[src/rtl/adder_arbiter.sv]
// Round-robin arbiter sharing one signed adder between N requesters.
// Operands are captured on grant; the sum and overflow are registered one cycle later.
module adder_arbiter #(
  parameter int l = 16,
  parameter int N = 3
) (
  input  logic             CLK,
  input  logic             RST,
  input  logic [N-1:0]     Req,
  input  logic [N*l-1:0]   A_in,
  input  logic [N*l-1:0]   B_in,
  output logic [N-1:0]     Grant,
  output logic [N-1:0]     Done,
  output logic [l-1:0]     S,
  output logic             Overflow,
  output logic             Busy
);

  localparam int PW = (N > 2) ? 2 : 1;

  typedef enum logic [1:0] {
    IDLE = 2'd0,
    EXEC = 2'd1,
    DONE = 2'd2
  } state_t;

  state_t                state;
  logic [PW-1:0]         ptr;
  logic [PW-1:0]         win;
  logic [PW-1:0]         w_p0;
  logic signed [l-1:0]   opa_p0;
  logic signed [l-1:0]   opb_p0;
  logic signed [l-1:0]   sum_p1;
  logic                  ovf_p1;
  logic signed [l-1:0]   a_lane [N];
  logic signed [l-1:0]   b_lane [N];

  for (genvar i = 0; i < N; i++) begin : g_lane
    assign a_lane[i] = A_in[i*l +: l];
    assign b_lane[i] = B_in[i*l +: l];
  end

  // First set request at or above the pointer, wrapping modulo N.
  function automatic logic [PW-1:0] rr_pick(input logic [N-1:0] req,
                                            input logic [PW-1:0] p);
    logic [PW-1:0] w;
    logic          found;
    int            idx;
    w     = p;
    found = 1'b0;
    for (int k = 0; k < N; k++) begin
      idx = int'(p) + k;
      if (idx >= N) idx = idx - N;
      if (!found && req[idx]) begin
        found = 1'b1;
        w     = PW'(idx);
      end
    end
    return w;
  endfunction

  function automatic logic [PW-1:0] rr_next(input logic [PW-1:0] w);
    return (int'(w) == N - 1) ? '0 : w + 1'b1;
  endfunction

  function automatic logic [N-1:0] onehot(input logic [PW-1:0] w);
    return N'(1) << w;
  endfunction

  function automatic logic add_ovf(input logic signed [l-1:0] a,
                                   input logic signed [l-1:0] b,
                                   input logic signed [l-1:0] s);
    return (a[l-1] == b[l-1]) && (s[l-1] != a[l-1]);
  endfunction

  assign win = rr_pick(Req, ptr);

  // p0 -> p1: shared adder, carry-out discarded
  assign sum_p1 = opa_p0 + opb_p0;
  assign ovf_p1 = add_ovf(opa_p0, opb_p0, sum_p1);

  always_ff @(posedge CLK or posedge RST) begin
    if (RST) begin
      state    <= IDLE;
      ptr      <= '0;
      w_p0     <= '0;
      opa_p0   <= '0;
      opb_p0   <= '0;
      Grant    <= '0;
      Done     <= '0;
      S        <= '0;
      Overflow <= 1'b0;
      Busy     <= 1'b0;
    end else begin
      case (state)
        IDLE: begin
          Done <= '0;
          if (|Req) begin
            opa_p0 <= a_lane[win];
            opb_p0 <= b_lane[win];
            w_p0   <= win;
            Grant  <= onehot(win);
            Busy   <= 1'b1;
            state  <= EXEC;
          end else begin
            Grant <= '0;
            Busy  <= 1'b0;
          end
        end
        EXEC: begin
          S        <= sum_p1;
          Overflow <= ovf_p1;
          Grant    <= '0;
          Done     <= onehot(w_p0);
          ptr      <= rr_next(w_p0);
          Busy     <= 1'b1;
          state    <= DONE;
        end
        DONE: begin
          // ptr already points past the previous winner here
          Done <= '0;
          if (|Req) begin
            opa_p0 <= a_lane[win];
            opb_p0 <= b_lane[win];
            w_p0   <= win;
            Grant  <= onehot(win);
            Busy   <= 1'b1;
            state  <= EXEC;
          end else begin
            Grant <= '0;
            Busy  <= 1'b0;
            state <= IDLE;
          end
        end
        default: begin
          Grant <= '0;
          Done  <= '0;
          Busy  <= 1'b0;
          state <= IDLE;
        end
      endcase
    end
  end

endmodule

[config.mk]
export PLATFORM = sky130hd
export DESIGN_NAME = adder_arbiter
export DESIGN_NICKNAME = d
export VERILOG_FILES = /design/src/rtl/adder_arbiter.sv
export SDC_FILE = /design/constraint.sdc
export NUM_CORES = 1
export LEC_CHECK = 0
export BUFFER_PORTS_ARGS = -buffer_cell sky130_fd_sc_hd__buf_4
export CORE_ASPECT_RATIO = 0.6
export CORE_MARGIN = 2
export CORE_UTILIZATION = 30
export CTS_CLUSTER_DIAMETER = 30
export DETAILED_ROUTE_END_ITERATION = 6
export PLACE_DENSITY = 0.65
export SLEW_MARGIN = 30
export SYNTH_ARGS = -nofsm -noshare
export SYNTH_HDL_FRONTEND = slang
export SYNTH_SLANG_ARGS = --single-unit
[constraint.sdc]
create_clock -name CLK -period 2.2 [get_ports CLK]
set_input_delay 0.22 -clock CLK [delete_from_list [all_inputs] [get_ports CLK]]
set_output_delay 0.22 -clock CLK [all_outputs]
set_load 0.1 [all_outputs]
### Word level (Yosys, flattened, before mapping)

Cells that the tools add are included.

| storage, ports and cells | value |
|---|---|
| input bits | 101 |
| output and inout bits | 24 |
| word-level logic and storage cells | 74 |
| flip-flop bits (word level) | 62 |

| operators by class | value |
|---|---|
| shift-type cells | 2 |
| order comparisons | 7 |
| reduce and logical (&&, ||, !) cells | 9 |
| $add $sub $neg | 7 |
| multiplexer cells | 32 |
| bitwise logic cells | 1 |
| equality and inequality tests | 6 |

Operator list:

| operator | number |
|---|---|
| $lt 32x4->1 const B | 3 |
| $mux 32 | 3 |
| $bmux 16 s2 | 2 |
| $mux 16 | 4 |
| $add 16x16->16 | 1 |
| $mux 1 | 10 |
| $mux 2 | 5 |
| $mux 3 | 3 |
| $sub 3x2->4 const B | 2 |
| $bmux 1 s2 | 3 |
| $ge 3x2->1 const B | 2 |
| $pmux 2 s3 | 1 |
| $shl 1x2->3 const A | 2 |
| $eq 2x2->1 const B | 2 |
| $add 2x1->3 const B | 1 |
| $add 2x2->3 const B | 1 |
| $ge 3x3->1 const B | 1 |
| $logic_and 1x1->1 | 3 |
| $not 2->3 | 1 |
| $reduce_or 3->1 | 1 |
| $sub 2x2->3 const B | 1 |
| $add 2x1->2 const B | 1 |
| $eq 2x1->1 const B | 1 |
| $ge 2x2->1 const B | 1 |
| other kinds (8) | 9 |

### Logic depth before layout (Yosys ltp)

Gate-level depths: netlist of the first run.

| logic depth | value |
|---|---|
| depth in word-level cells | 16 |
| depth in mapped cells | 12 |
| gate-level depth less buffers | 8 |

### Least setup slack after synthesis of the first run

OpenSTA, ideal clock, no wires.

| timing path | value |
|---|---|
| path kind | reg-to-reg |
| from | reg ptr[0] |
| to | reg opa_p0[14] |
| setup time | 0.088 ns |
| path slack | -0.230 ns |
| cell stages (with the launch flop) | 12 |
| buffers on the path | 4 |
| data required time | 2.112 ns |
| data arrival time | 2.341 ns |
| period minus slack after synthesis | 2.430 ns |
| cell sequence | dfrtp_1 inv_1 ha_1 buf_6 maj3_2 o2111ai_2 o21ai_1 buf_6 or3_1 buf_6 buf_6 o221ai_2 |

| on the way | value |
|---|---|
| longest elaborated chain between the ends | 16 |
| elaborated cells on any way between the ends | 33 |
| classes of those cells | add/sub (5); order compare (3); mux (20); bitwise (1); reduce/logical (4) |

RTL lines:

| item | line | RTL |
|---|---|---|
| start, declared | 28 | `logic [PW-1:0] ptr;` |
| start signal, assigned | 115 | `ptr <= rr_next(w_p0);` |
| parallel branches: the longest is 11 deep, another holds $sub 3x2->4 | n/a |  |
| $mux 2 * | 54 | `if (!found && req[idx]) begin` |
| $not 2->3 (implied by the code) * | 99, 123 |  |
| $bmux 16 s2 * | 99, 123 |  |
| $mux 16 (implied by the code) * (2 in a row) | 99, 123 |  |
| end signal, assigned | 99 | `opa_p0 <= a_lane[win];` |
| end signal, assigned | 123 | `opa_p0 <= a_lane[win];` |
| end, declared | 31 | `logic signed [l-1:0] opa_p0;` |

Every way passes the cells marked *. The select of a mux whose other input is x is not followed.
A chain may end at the register's enable or synchronous reset.

### Final worst setup path of the first run

| timing path | value |
|---|---|
| from | reg opb_p0[0] |
| to | reg S[12] |

| on the way | value |
|---|---|
| longest elaborated chain between the ends | 1 |

RTL lines:

| item | line | RTL |
|---|---|---|
| start, declared | 32 | `logic signed [l-1:0] opb_p0;` |
| start signal, assigned | 100 | `opb_p0 <= b_lane[win];` |
| start signal, assigned | 124 | `opb_p0 <= b_lane[win];` |
| $add 16x16->16 | 79 | `assign sum_p1 = opa_p0 + opb_p0;` |
| end signal, assigned | 111 | `S <= sum_p1;` |
| end, declared | 14 | `output logic [l-1:0] S,` |

Every way passes these cells.

==> results of run 1 <==
routing by layer:
metal	GRT usage [%]	part of all wire [%]	vias up
met5	0	0	-
met4	4.60	1.2	0
met3	4.29	6.3	16
met2	23.5	42	115
met1	25.8	50	1689
li1	-	-	1715
final timing paths:
check | from | to | depth (start not counted)
max in group asynchronous | RST | opa_p0[4] | 4
hold reg to reg | w_p0[0] | Done[2] | 1
hold / removal | B_in[0] | opb_p0[0] | 3
setup reg to reg | opb_p0[0] | S[12] | 8
setup / recovery | opb_p0[0] | S[12] | 8
min in group asynchronous | RST | S[13] | 3
state kept, by name, summed over array words and instances (netlist names):
register / count
Overflow: 1
opa_p0: 16
ptr: 2
opb_p0: 16
Grant: 3
w_p0: 2
S: 16
state: 2
Busy: 1
Done: 3
cells in the final DEF, fill, tap and decap left out, types with 2 or more instances in the layout:
cell type  count
o21ai_0       13
ha_1          12
clkbuf_1       4
nand2_1       64
mux2i_2        6
ha_4           3
ha_2           2
dfrtp_1       60
xor2_1         6
nor3b_1        2
nand4_1        3
inv_2          4
o31ai_1        3
a31oi_1        2
nor3_1         3
mux2i_1       26
o21bai_1       2
a21oi_1        9
nor2b_1        2
nor2_1         6
clkinv_2       2
buf_4        161
dfrtp_2        2
clkbuf_16      9
a21boi_0       2
a21o_1        10
nand3_1        2
o21a_1         5
buf_12         4
a211oi_2       2
xnor2_1        6
inv_1         38
and3_1         6
o221ai_2      33
through the flow:
stage | area (sq um) | power (uW) | instances | worst slack (ns) | utilization [%]
after CTS | 5640 | 9910 | 718 | -0.0921 | 44.1
after floorplan | 3940 | 6420 | 391 | -0.0822 | -
after global routing | 5760 | 10800 | 719 | -0.184 | 45.1
after global placement | 5270 | 8310 | 699 | -0.124 | 41.3
after detailed placement | 5270 | 8440 | 699 | -0.238 | 41.3
final | 5760 | 10200 | 719 | -0.108 | 45.1
worst max-delay path, stage by stage (launching register included):
cell and delay [ns]:
dfrtp_1 0.43, ha_2 0.21, fa_2 0.33, a21o_1 0.20
a22oi_2 0.14, nor2_1 0.08, or4_1 0.49, a211oi_2 0.20
o31ai_1 0.09
what timing repair did:
| action | 4_1_cts | 5_1_grt |
|---|---|---|
| hold buffers | 1 | 0 |
| gates cloned | 0 | 0 |
| setup buffers | 3 | 1 |
| resized for setup | 19 | 20 |
| pin swaps | 2 | 4 |
| setup endpoints to repair | 37 | 43 |
| endpoints found under the hold margin | 16 | 0 |
power by group through the flow:
| stage | Sequential, uW | Clock [uW] | Combinational [uW] |
|---|---|---|---|
| floorplan | 3300 | 0 | 3120 |
| global placement | 2070 | 0 | 6230 |
| detailed placement | 2090 | 0 | 6350 |
| CTS | 2080 | 1250 | 6590 |
| global route | 2150 | 1290 | 7350 |
| finish | 2090 | 1220 | 6890 |
cell families after synthesis:
family                   count (synthesis)  share of synthesized area, %
AO/OA/AOI/OAI                          101                          24.1
XOR/XNOR                                12                          2.69
adder cells (fa/ha/maj)                 19                          6.24
buffers and inverters                   67                          7.97
flip-flops                              62                          39.7
multiplexers                            32                          8.19
AND/OR/NAND/NOR                         98                          11.2
layout make-up:
class | count | area, sq um
fill | 1207 | 7020
multi-input combinational | 262 | 2260
sequential | 62 | 1550
timing repair buffer | 168 | 1330
clock buffer | 13 | 240
tap | 170 | 213
inverter | 42 | 158
clock inverter | 2 | 10.0
==> impl_results.md, run 1 <==
* Post-DRT Antenna Nets at 0
* Register-to-register setup slack at -0.11 ns
* Mapped Cells at 391
* Clock Root Buffer: clkbuf_16
* Vias in the first global route at 3,479
* Rows at 32
* Synth Register Bits at 62
* Worst-path clk slew at 0.05 ns
* CTS tree: built
* Hold Fails Final Rpt at 0
* Total Wirelength at 11,800 um
* Initial core utilization at 30.6%
* Worst-Margin Slew at 0.401 ns
* Syn avg cell area at 10.0 sq um
* Total number of H-tree levels at 3
* Ports at 125
* Clock skew at 0.00579 ns
* Seq/Total Area, Yosys at 39.7%
* Highest clock rate at 0.433 GHz
* Number of synthesized flops with an enable pin at 0
* Nets@finish at 664
* Startpoint types: flip-flop
* Clock share of power at 11.9%
* Hold Slack at 0.183 ns
* Register share of total power at 20.5%
* Worst EP arrival at 2.50 ns
* Area leader, netlist: dfrtp_1
* DRC viols at 0
* Peak supply drop at 0.773 mV
* Rel. slew slack at 72.6%
* Clock buffers created by TritonCTS at 9
* Ys flop type: dfrtp_1
* Period utilization at 105%
* Setup TNS at -1.23 ns
* Max-Cap Viols at 0
* I/O Buffers at 124
* Initial antenna violation count at 0
* Status: complete, but fails checks
* Synth area leaders: dfrtp_1 (40%), o221ai_2 (11%), mux2i_1 (8.2%), nand2_1 (6.2%), ha_1 (5.4%)
* Die W at 151 um
* RSZ-0062 raised after global routing: true
* Total track usage at 16.9%
* Worst skew pair latency at 0.32 ns
* Leakage at 0.00282 uW
* Minimum clock period at 2.31 ns
* Die area at 14,000 sq um
* Synthesized area at 3910 sq um
* CP Capture Type: flip-flop
* Global route overflow at 0
* HPWL Detailed at 9210 um
* PwrDens at 1770 nW/um^2
* Combinational power share at 67.6%
* Most common cell in the netlist: nand2_1
* Final setup fails at 35
* Die Y-Extent at 92.4 um
* Antenna diodes at 0
* Synth warn at 0
* Clock Path Buffers at 2
* Post-synth top area share at 39.7%
* Worst setup margin at -0.108 ns
* Largest net degree at the start of global routing at 36
* Net Sw Power at 4980 uW
* Via count at 3,535
* Most instantiated cells after synthesis: nand2_1 (65), dfrtp_1 (62), inv_1 (40)
* Max-slew violations at 0
* Post-synth ARST share at 100%
* Failing checks: negative setup slack
* P&R area growth vs syn at 47.2%
* First-pass GRT wire length at 18,200 um
* Sink Count at 62
* Synth unique cells at 55
* Kind of critical path: reg -> reg
* Drt wl/cell at 16.4 um
* Internal power at 5210 uW
* Net Count, Synth at 510
* Core ar. at 12,800 sq um
* Layout cells sized above 1 at 45.4%
* Sw Share at 48.8%
* Drt initial violations at 262
* DR pass1 iterations at 4
* Via-to-Cell Ratio at 4.92
* Gpl congestion at 0.896
* HP Class: in -> reg
* CP max FO at 3
* CP required at 2.40 ns
(Power assumes the default switching activity.)
==> run 2: changes to the inputs <==
--- a/config.mk
+++ b/config.mk
@@ -9,6 +9,7 @@
 export CORE_ASPECT_RATIO = 0.6
 export CORE_MARGIN = 2
 export CORE_UTILIZATION = 30
+export CTS_BUF_LIST = sky130_fd_sc_hd__clkbuf_4 sky130_fd_sc_hd__clkbuf_8 sky130_fd_sc_hd__clkbuf_16
 export CTS_CLUSTER_DIAMETER = 30
 export DETAILED_ROUTE_END_ITERATION = 6
 export PLACE_DENSITY = 0.65
==> run 2 against run 1 <==
The run still ends with negative setup slack left. Hold slack improved by 0.0054 ns. Non-clock buffer count did not move. Power rose by 0.52%.
==> impl_results.md, run 2 (synthesis gave the netlist of run 1 again) <==
* Max-Cap Viols at 0
* Pwr Total at 10,200 uW
* Worst-Margin Slew at 0.401 ns
* Via count at 3,502
* Hold Fails Final Rpt at 0
* CP required at 2.40 ns
* Post-DRT Antenna Nets at 0
* Rel. slew slack at 72.6%
* Worst Hold Launch: B_in[0]
* Initial core utilization at 30.6%
* Delay-heaviest family, CP: compound AO/OA/AOI/OAI gates
* Failing checks: negative setup slack
* Met2 Use GR at 23.5%
* Sink Count at 62
* CP max FO at 3
* Die area at 14,000 sq um
* Minimum clock period at 2.31 ns
* Status: complete, but fails checks
* Initial antenna violation count at 0
* Worst setup margin at -0.111 ns
* Hold Slack at 0.188 ns
* HP Class: in -> reg
* Layout cells sized above 1 at 45.9%
* Reg2Reg Depth at 8
* Global route overflow at 0
* Worst EP arrival at 2.51 ns
* Period utilization at 105%
* CP peak stage delay at 0.50 ns
* Reg2reg end: S[12]
* DR pass1 iterations at 4
* GRT busiest layer: met1
* Vias in the first global route at 3,478
* Reg-to-Reg Start: opb_p0[0]
* Leading cell type in the layout, fill and taps excluded: buf_4
* Gpl congestion at 0.896
* Met1 usage at 25.8%
* CP max stage cell: or4_1
* Die W at 151 um
* Met3 Use GR at 4.29%
* Final Cell Area at 5770 sq um
* Fillers at 1,206
* Register-to-register setup slack at -0.11 ns
* Total Wirelength at 11,800 um
* Hold Path Cell Cnt at 3
* Dpl cell area at 5270 sq um
* I/O Buffers at 124
* Kind of critical path: reg -> reg
* Total number of H-tree levels at 3
* Nets@finish at 664
* Worst path bufs/invs at 0
* Placed insts at 699
* Max-slew violations at 0
* PwrDens at 1780 nW/um^2
* Via-to-Cell Ratio at 4.87
* Leakage at 0.00283 uW
* Clock Root Buffer: clkbuf_16
* Crit-path cells: ha_2, fa_2, a21o_1, a22oi_2, nor2_1, or4_1, a211oi_2, o31ai_1
* Core ar. at 12,800 sq um
* First-pass GRT wire length at 18,200 um
* Peak supply drop at 0.773 mV
* Total track usage at 16.9%
* Startpoint types: flip-flop
* Drt initial violations at 315
* Clock skew at 0.00552 ns
* Rows at 32
* Largest registers: S (16), opa_p0 (16), opb_p0 (16)
* Worst skew pair latency at 0.32 ns
* Worst-path clk slew at 0.05 ns
* Ports at 125
* CTS tree: built
* Highest clock rate at 0.433 GHz
* Clock Path Buffers at 2
* Drt wl/cell at 16.5 um
* Fin cells at 719
* RSZ-0062 raised after global routing: true
* Clock buffers created by TritonCTS at 9
* Worst hold endpoint: opb_p0[0]
* Die Y-Extent at 92.4 um
* Final setup fails at 35
* Largest net degree at the start of global routing at 36
* Commonest non-fill, non-tap cells in the layout: buf_4 (161), nand2_1 (64), dfrtp_1 (60), inv_1 (38), o221ai_2 (33)
* CP Capture Type: flip-flop
* P&R area growth vs syn at 47.5%
* DRC viols at 0
* Antenna diodes at 0
* HPWL Detailed at 9210 um
==> run 2: changes by cell type in the layout (fill, tap and decap cells not counted) <==
cell and delta:
clkbuf_1 -4, clkbuf_4 +4, mux2i_1 +1, mux2i_2 -1
==> run 2: repair_timing <==
item	4_1_cts	5_1_grt
hold endpoints to repair	16	0
gates resized for setup	18	20
hold buffers	1	0
setup buffers	3	1
pin swaps	2	4
endpoints found under the setup margin	37	43
cloned	0	0
==> run 2: power by group <==
group	switching, uW	total, uW	leakage (uW)	internal, uW
logic	4110	6890	0.00193	2780
registers	416	2090	0.000767	1670
clock network	466	1270	0.000137	801
==> run 2: worst max path at each step <==
| stage | start | end | slack [ns] | cells past startpoint |
|---|---|---|---|---|
| CTS | opb_p0[0] | S[12] | -0.09 | 8 |
| global route | opb_p0[0] | S[12] | -0.18 | 8 |
| floorplan | ptr[0] | opa_p0[14] | -0.08 | 11 |
| global placement | opb_p0[0] | S[12] | -0.12 | 8 |
| finish | opb_p0[0] | S[12] | -0.11 | 8 |
| detailed placement | ptr[1] | opa_p0[15] | -0.24 | 7 |
==> run 2: area by class of cell <==
class	count	area, sq um	share of cell area [%]
inverters	42	158	2.73
clock inverters	2	10.0	0.174
well taps	170	213	3.69
repair buffers	168	1330	23.0
flip-flops and latches	62	1550	26.9
multi-input cells	262	2250	39.1
clock buffers	13	255	4.43
==> run 2: stage by stage <==
step	TNS [ns]	worst slack, ns	utilization (%)
floorplan	-2.36	-0.0822	-
global placement	-2.62	-0.124	41.3
detailed placement	-6.10	-0.238	41.3
CTS	-0.208	-0.0909	44.2
global route	-4.02	-0.183	45.2
finish	-1.25	-0.111	45.2
==> run 2: worst register-to-register path: stages (launching register included) <==
cell and delay (ns):
dfrtp_1 0.43, ha_2 0.21, fa_2 0.34, a21o_1 0.20
a22oi_2 0.15, nor2_1 0.08, or4_1 0.50, a211oi_2 0.20
o31ai_1 0.09
==> run 2: per-layer routing <==
layer  vias to the layer above  part of all wire, %
li1                       1712                    -
met1                      1666                   51
met2                       113                   42
met3                        11                  5.4
met4                         0                  1.0
met5                         -                    0
